## src/rtl/ps2_pkg.sv

```systemverilog
// Shared types and constants for the PS/2 scancode receiver.
package ps2_pkg;

    typedef enum logic [1:0] {
        ST_IDLE,
        ST_DATA,
        ST_PARITY,
        ST_STOP
    } ps2_state_e;

    localparam int PS2_DATA_BITS = 8;
    localparam int TIMEOUT_W     = 17;

endpackage

```

## src/rtl/ps2_line_filter.sv

```systemverilog
// Two-flop synchroniser plus run-length glitch filter for one PS/2 line.
module ps2_line_filter #(
    parameter int FILTER_LEN = 8
) (
    input  logic clk,
    input  logic reset,
    input  logic i_line,
    output logic o_level
);

    logic [1:0] r_sync;
    logic       r_level;
    logic [7:0] r_run;

    // NOTE: synchroniser and filter reset to 1 so an idle-high line produces no edge after reset.
    always_ff @(posedge clk) begin
        if (reset) begin
            r_sync  <= 2'b11;
            r_level <= 1'b1;
            r_run   <= 8'd0;
        end else begin
            // NOTE: non-blocking assignments keep every flop sampling pre-edge values.
            r_sync <= {r_sync[0], i_line};
            if (r_sync[1] != r_level) begin
                if (r_run == 8'(FILTER_LEN - 1)) begin
                    r_level <= r_sync[1];
                    r_run   <= 8'd0;
                end else begin
                    r_run <= r_run + 8'd1;
                end
            end else begin
                r_run <= 8'd0;
            end
        end
    end

    assign o_level = r_level;

endmodule

```

## src/rtl/ps2_receiver.sv

```systemverilog
// PS/2 frame receiver producing scancode bytes with strobes for the keyboard matrix stage.
// Optional odd-parity enforcement is enabled by defining PS2_PARITY_CHECK_EN.
module ps2_receiver #(
    parameter int FILTER_LEN     = 8,
    parameter int TIMEOUT_CYCLES = 56000
) (
    input  logic       clk,
    input  logic       reset,
    input  logic       ps2_clk,
    input  logic       ps2_dat,
    output logic [7:0] scancode,
    output logic       receiveflag,
    output logic       frame_err,
    output logic       parity_err
);
    import ps2_pkg::*;

    logic                     w_clk_f;
    logic                     w_dat_f;
    logic                     w_fall;
    logic                     w_timeout;

    ps2_state_e               r_state;
    logic [2:0]               r_bitcnt;
    logic [PS2_DATA_BITS-1:0] r_shift;
    logic [TIMEOUT_W-1:0]     r_timer;
    logic                     r_clk_prev;
    logic [7:0]               r_scancode;
    logic                     r_receiveflag;
    logic                     r_frame_err;

    ps2_line_filter #(.FILTER_LEN(FILTER_LEN)) u_clk_filter (
        .clk     (clk),
        .reset   (reset),
        .i_line  (ps2_clk),
        .o_level (w_clk_f)
    );

    ps2_line_filter #(.FILTER_LEN(FILTER_LEN)) u_dat_filter (
        .clk     (clk),
        .reset   (reset),
        .i_line  (ps2_dat),
        .o_level (w_dat_f)
    );

    assign w_fall    = r_clk_prev & ~w_clk_f;
    assign w_timeout = (r_state != ST_IDLE) && (r_timer == TIMEOUT_W'(TIMEOUT_CYCLES - 1));

`ifdef PS2_PARITY_CHECK_EN
    logic r_parity;
    logic r_parity_err;
    logic w_parity_ok;

    assign w_parity_ok = ^{r_shift, r_parity};
    assign parity_err  = r_parity_err;
`else
    assign parity_err  = 1'b0;
`endif

    // Timeout is evaluated first so a fall landing on the expiry cycle is dropped.
    always_ff @(posedge clk) begin
        if (reset) begin
            r_state       <= ST_IDLE;
            r_bitcnt      <= 3'd0;
            r_shift       <= '0;
            r_timer       <= '0;
            r_clk_prev    <= 1'b1;
            r_scancode    <= 8'h00;
            r_receiveflag <= 1'b0;
            r_frame_err   <= 1'b0;
`ifdef PS2_PARITY_CHECK_EN
            r_parity      <= 1'b0;
            r_parity_err  <= 1'b0;
`endif
        end else begin
            r_clk_prev    <= w_clk_f;
            r_receiveflag <= 1'b0;
            r_frame_err   <= 1'b0;
`ifdef PS2_PARITY_CHECK_EN
            r_parity_err  <= 1'b0;
`endif
            if (r_state == ST_IDLE || w_fall) r_timer <= '0;
            else                              r_timer <= r_timer + 1'b1;

            if (w_timeout) begin
                r_state     <= ST_IDLE;
                r_timer     <= '0;
                r_frame_err <= 1'b1;
            end else if (w_fall) begin
                case (r_state)
                    ST_IDLE: begin
                        if (!w_dat_f) begin
                            r_state  <= ST_DATA;
                            r_bitcnt <= 3'd0;
                        end else begin
                            r_frame_err <= 1'b1;
                        end
                    end
                    ST_DATA: begin
                        r_shift  <= {w_dat_f, r_shift[PS2_DATA_BITS-1:1]};
                        r_bitcnt <= r_bitcnt + 3'd1;
                        if (r_bitcnt == 3'(PS2_DATA_BITS - 1)) r_state <= ST_PARITY;
                    end
                    ST_PARITY: begin
`ifdef PS2_PARITY_CHECK_EN
                        r_parity <= w_dat_f;
`endif
                        r_state  <= ST_STOP;
                    end
                    ST_STOP: begin
                        r_state <= ST_IDLE;
                        if (!w_dat_f) begin
                            r_frame_err <= 1'b1;
`ifdef PS2_PARITY_CHECK_EN
                        end else if (!w_parity_ok) begin
                            r_parity_err <= 1'b1;
`endif
                        end else begin
                            r_scancode    <= r_shift;
                            r_receiveflag <= 1'b1;
                        end
                    end
                    default: r_state <= ST_IDLE;
                endcase
            end
        end
    end

    assign scancode    = r_scancode;
    assign receiveflag = r_receiveflag;
    assign frame_err   = r_frame_err;

endmodule
```

## config.mk

```make
export PLATFORM = sky130hd
export DESIGN_NAME = ps2_receiver
export DESIGN_NICKNAME = d
export VERILOG_FILES = /design/src/rtl/ps2_pkg.sv /design/src/rtl/ps2_line_filter.sv /design/src/rtl/ps2_receiver.sv
export SDC_FILE = /design/constraint.sdc
export NUM_CORES = 1
export LEC_CHECK = 0
export ABC_AREA = 1
export CAP_MARGIN = 10
export CORE_AREA = 4 4 100 102
export DETAILED_ROUTE_END_ITERATION = 12
export DIE_AREA = 0 0 104 106
export DONT_BUFFER_PORTS = 1
export PLACE_DENSITY_LB_ADDON = 0.3
export SETUP_SLACK_MARGIN = 0.3
export SYNTH_ARGS = -nofsm -noshare
export SYNTH_HDL_FRONTEND = slang
export SYNTH_SLANG_ARGS = --single-unit
```

## constraint.sdc

```tcl
create_clock -name clk -period 3.4 [get_ports clk]
set_input_delay 0.34 -clock clk [delete_from_list [all_inputs] [get_ports clk]]
set_output_delay 0.34 -clock clk [all_outputs]
set_load 0.05 [all_outputs]
```

# After elaboration in Yosys (flattened, before gate mapping)
# Cells that the tools add are included.
# word_totals
inputBits	4
reg_bits	63
out_inout_bits	11
# op_classes
n_reduce_logical	16
bitwise	7
eq_ne	11
addsub	4
n_mux	10
# ops
cell	n
$add 17x1->17 const B	1
$eq 17x16->1 const B	1
$add 8x1->8 const B	2
$eq 8x3->1 const B	2
$reduce_or 3->1	3
$pmux 2 s4	1
$reduce_and 4->1	2
$not 1->1	6
$pmux 3 s2	1
$reduce_and 3->1	2
$eq 2x2->1 const B	2
$mux 1	4
$mux 2	2
$ne 2x2->1 const B	2
$reduce_and 2->1	2
$reduce_bool 2->1	2
$reduce_or 4->1	1
$add 3x1->3 const B	1
$eq 3x3->1 const B	1
$mux 3	1
$eq 2x1->1 const B	1
$logic_not 2->1	1
$ne 1x1->1	2
$pmux 1 s2	1
4 further kinds	4

# Logic depth before layout (Yosys ltp)
# logic_depth
word_depth	4
depth_mapped	10
depth_no_buf	10

# By module
# A second synthesis with hierarchy kept.
# unflattened
cells_unflattened	433
hier_area_um2	3106.7
# modules_own_cells
mod	n_inst	cells_per_inst	area_each_um2
ps2_receiver	1	275	2000.7
ps2_line_filter	2	79	553.0

# Least setup slack after synthesis
# OpenSTA, ideal clock, no wires.
# synth_path
path_type	flip-flop to flip-flop
start	register r_state[0]
end	register r_timer[15]
path_slack_ps	1875
stages_incl_launch_ff	10
period_less_slack_ps	1525
t_arrival_ps	1410
path_buffers	1
path_cell_list	dfxtp_1 inv_1 ha_1 nor2_1 nand2_1 nor2_2 nand3_4 nand4_4 buf_12 nor2_2
# synth_via
elab_chain_cells	3
elab_cells_between_ends	5
classes_between	reduce/logical: 5
# synth_rtl
item	line_no	text
start, declared	ps2_receiver.sv:23	ps2_state_e r_state;
start signal, assigned	ps2_receiver.sv:63	r_state <= ST_IDLE;
start signal, assigned	ps2_receiver.sv:86	r_state <= ST_IDLE;
start signal, assigned	ps2_receiver.sv:93	r_state <= ST_DATA;
$reduce_bool 2->1 / $logic_not 2->1 (equally long branches)	ps2_receiver.sv:47, ps2_receiver.sv:82	
$logic_and 1x1->1 / $logic_or 1x1->1 (equally long branches)	ps2_receiver.sv:47, ps2_receiver.sv:82	
$reduce_or 3->1 (no line) *	-	
end signal, assigned	ps2_receiver.sv:83	else r_timer <= r_timer + 1'b1;
end, declared	ps2_receiver.sv:26	logic [TIMEOUT_W-1:0] r_timer;
# Every way passes the cells marked *; elsewhere a longest branch is shown, timed or not.
# A chain may end at the register's enable or synchronous reset.

# Final worst setup path
# layout_path
start	register r_state[0]
end	register r_scancode[5], in the netlist scancode[5]
# layout_via
elab_chain_cells	4
elab_cells_between_ends	5
classes_between	eq/ne: 1; bitwise: 1; reduce/logical: 3
# layout_rtl
item	line_no	text
$reduce_bool 2->1	ps2_receiver.sv:47	assign w_timeout = (r_state != ST_IDLE) && (r_timer == TIMEOUT_W'(TIMEOUT_CYCLES - 1));
$logic_and 1x1->1	ps2_receiver.sv:47	
$not 1->1 (no line)	-	
$reduce_and 4->1 (no line) *	-	
end signal, assigned	ps2_receiver.sv:119	r_scancode <= r_shift;
end, declared	ps2_receiver.sv:28	logic [7:0] r_scancode;
# Marks and branches as above.

==> metrics.md <==
| Metric | Value |
|---|---|
| Status | `finished clean` |
| YS warnings | `0` |
| Dpl hpwl | `3.34 mm` |
| Post-CTS Setup Inserts | `0` |
| Synth Area per Inst | `7.98 sq um` |
| GPL Wtd Cong | `0.757` |
| Max Freq | `0.557 GHz` |
| Max layer used | `met4` |
| Clock share of power | `43.7%` |
| Synthesis-stage register bit count | `63` |
| H-tree depth | `3` |
| # IOs | `15` |
| Clock Skew | `0.00984 ns` |
| Routed Wire Length | `4.62 mm` |
| DRT Pass-1 Iters | `4` |
| Post-Syn Instances | `344` |
| Worst-path fanout max | `17` |
| CP Class | `reg2reg` |
| Initial core utilization | `30.1%` |
| Crit share post-route | `52.8%` |
| CTS tree | `yes` |
| Unique masters post-synth | `36` |
| Detail Route Antenna Nets | `0` |
| Drc violations | `0` |
| Largest net degree at the start of global routing | `23` |
| Total negative slack | `0 ns` |
| Final slew viol count | `0` |
| CP bufs+invs | `2` |
| Antenna violations before repair | `0` |
| Worst-path cell chain | `inv_1 -> ha_1 -> nor2_1 -> nand2_1 -> nor2_2 -> nand3_4 -> nand2_4 -> inv_4 -> nor2_1 -> nor2_1` |
| Initial drt markers | `57` |
| Std-Cell Rows | `35` |
| Port Buf Inserts | `0` |
| Met1 WL | `2.34 mm` |
| Post-DP Area | `0.00283 sq mm` |
| Vias in the first global route | `1946` |
| Max stage delay on crit path | `0.39 ns` |
| Gate power share | `1.1%` |
| Pwr per Cell Area | `446 mW/mm^2` |
| Peak supply drop | `0.000223 V` |
| Synth Cell Area | `0.00275 sq mm` |
| Full die area | `0.0110 sq mm` |
| Remaining global-route overflow | `0` |
| Most frequent CP cell | `nor2_1` |
| Final setup vio count | `0` |
| CP startpoint kind | `flip-flop` |
| CP delay by family, top | `simple AND/OR/NAND/NOR gates` |
| Share of layout cells above drive strength 1 | `13.6%` |
| Crit path max-delay cell type | `dfxtp_1` |
| FFs w/ async S/R, synth | `0%` |
| CTS resizes | `0` |
| Switching Share | `24.2%` |
| Die Width | `104 um` |
| Final nets | `361` |
| Sequential Power Share | `55.3%` |
| Area grow syn2layout | `9.62%` |
| Clock sink count | `63` |
| Finished Cell Area | `0.00301 sq mm` |
| Post-synth net total | `357` |
| Crit path time final | `1.80 ns` |
| Worst Path Required | `3.64 ns` |
| Seq/Total Area, Yosys | `45.9%` |
| Final hold violation count | `0` |
| GRT Util Overall | `9.32%` |
| Leak | `1.05 nW` |
| Max_slew headroom | `65.5%` |
| Drt via density | `4.46` |
| # hold bufs at CTS | `0` |
| Commonest cells after routing, fill and taps aside | `63 x dfxtp_1, 54 x nor2_1, 53 x nand2_1` |
| Commonest non-fill, non-tap cell in the layout | `dfxtp_1` |
| Worst min path class | `in2reg` |
| CTS Buffer Depth | `2` |
| Worst-margin pin slew | `0.517 ns` |
| Routed len/inst | `9.95 um` |
| CTS clock-pin slew for the worst setup and hold paths | `0.08 ns` |
| Critical Path End Type | `flip-flop` |
| Data arrival time of the critical path | `2.04 ns` |
| Worst-Skew Late Latency | `0.35 ns` |
| Die extent in y | `106 um` |
| Number of flops mapped to enable cells by yosys | `0` |
| Fillcell total | `981` |
| Vias | `2068` |
| Switch Pwr | `0.324 mW` |
| Root Driver | `clkbuf_8` |
| First-pass GRT wire length | `8.39 mm` |
| Max cap viols | `0` |
| Std-Cell Core Area | `0.00911 sq mm` |
| RSZ-0062 raised after global routing | `false` |
| Synth Flop Type | `dfxtp_1` |
| Met2 routed wirelength | `2.00 mm` |
| Internal Power | `1.02 mW` |
| CTS buffer count | `9` |
| Inserted Diodes | `0` |
| Metal3 WL | `191 um` |
[flip-flops by register name, indices dropped and copies added, names as in the netlist]
name                  cells
u_dat_filter.r_run        8
r_timer                  17
frame_err                 1
r_shift                   8
receiveflag               1
u_clk_filter.r_run        8
scancode                  8
r_clk_prev                1
u_dat_filter.r_sync       2
r_state                   2
u_clk_filter.r_sync       2
u_clk_filter.o_level      1
r_bitcnt                  3
u_dat_filter.o_level      1
[worst reg2reg max path: cells and delay by family, from the launching register on]
kind          cells  cell delay [ns]
simple gates      7             0.89
flops             1             0.39
fa+ha+maj         1             0.26
buf+inv           2             0.15
[layout make-up]
cell class / instances / area [sq um] / area share, %
clock buffers: 9 / 124 / 4.12
clock inverters: 7 / 57.6 / 1.91
inverters: 34 / 130 / 4.32
multi-input cells: 240 / 1300 / 43.1
flip-flops and latches: 63 / 1260 / 41.9
well taps: 111 / 139 / 4.62
[per-stage QoR]
step           power (mW)  util, %  std cells  setup slack, ns  hold slack (ns)
2_1_floorplan       0.775        -        344             1.87            0.389
3_3_place_gp        0.773     31.0        448             1.68            0.391
3_5_place_dp        0.773     31.0        448             1.60            0.396
4_1_cts              1.37     33.0        464             1.57           0.0339
5_1_grt              1.40     33.0        464             1.38           0.0228
6_report             1.34     33.0        464             1.60           0.0533
[final timing paths]
kind	from	to	slack [ns]	depth (start not counted)
min reg2reg	u_dat_filter.r_sync[0]	u_dat_filter.r_sync[1]	0.42	1
max	r_state[0]	scancode[5]	1.60	10
max reg2reg	r_state[0]	scancode[5]	1.60	10
min	reset	r_bitcnt[2]	0.05	1
[metal layers]
metal  track usage, %  up-vias
li1                 -     1110
met1             11.4      924
met2             14.3       25
met3             4.43        9
met4             3.42        0
met5                0        -
[logic make-up after synthesis]
kind of cell | count (synthesis) | share of synthesized area, %
simple gates | 174 | 30.2
flops | 63 | 45.9
compound gates | 41 | 8.07
buf+inv | 41 | 6.79
xor+xnor | 15 | 4.79
fa+ha+maj | 9 | 4.10
other cells | 1 | 0.137
[cell usage after synthesis, types with 4 or more instances]
cell,number,area (sq um)
nand3_1,20,100
or2_2,6,37.5
inv_1,32,120
ha_1,9,113
nand4_1,7,43.8
o21ai_1,9,45.0
xor2_1,6,52.6
dfxtp_1,63,1260
nor2_1,54,203
nand2_1,53,199
a21oi_1,23,115
nor3_1,8,40.0
nor2_2,15,93.8
xnor2_1,9,78.8
o21ai_0,4,20.0
[power by group through the flow]
stage               Clock, mW  Combinational [mW]  Sequential [mW]
global route            0.644              0.0164            0.742
CTS                     0.609              0.0145            0.741
detailed placement          0              0.0145            0.759
floorplan                   0              0.0163            0.758
finish                  0.586              0.0144            0.742
global placement            0              0.0144            0.759
(Power assumes the default switching activity.)
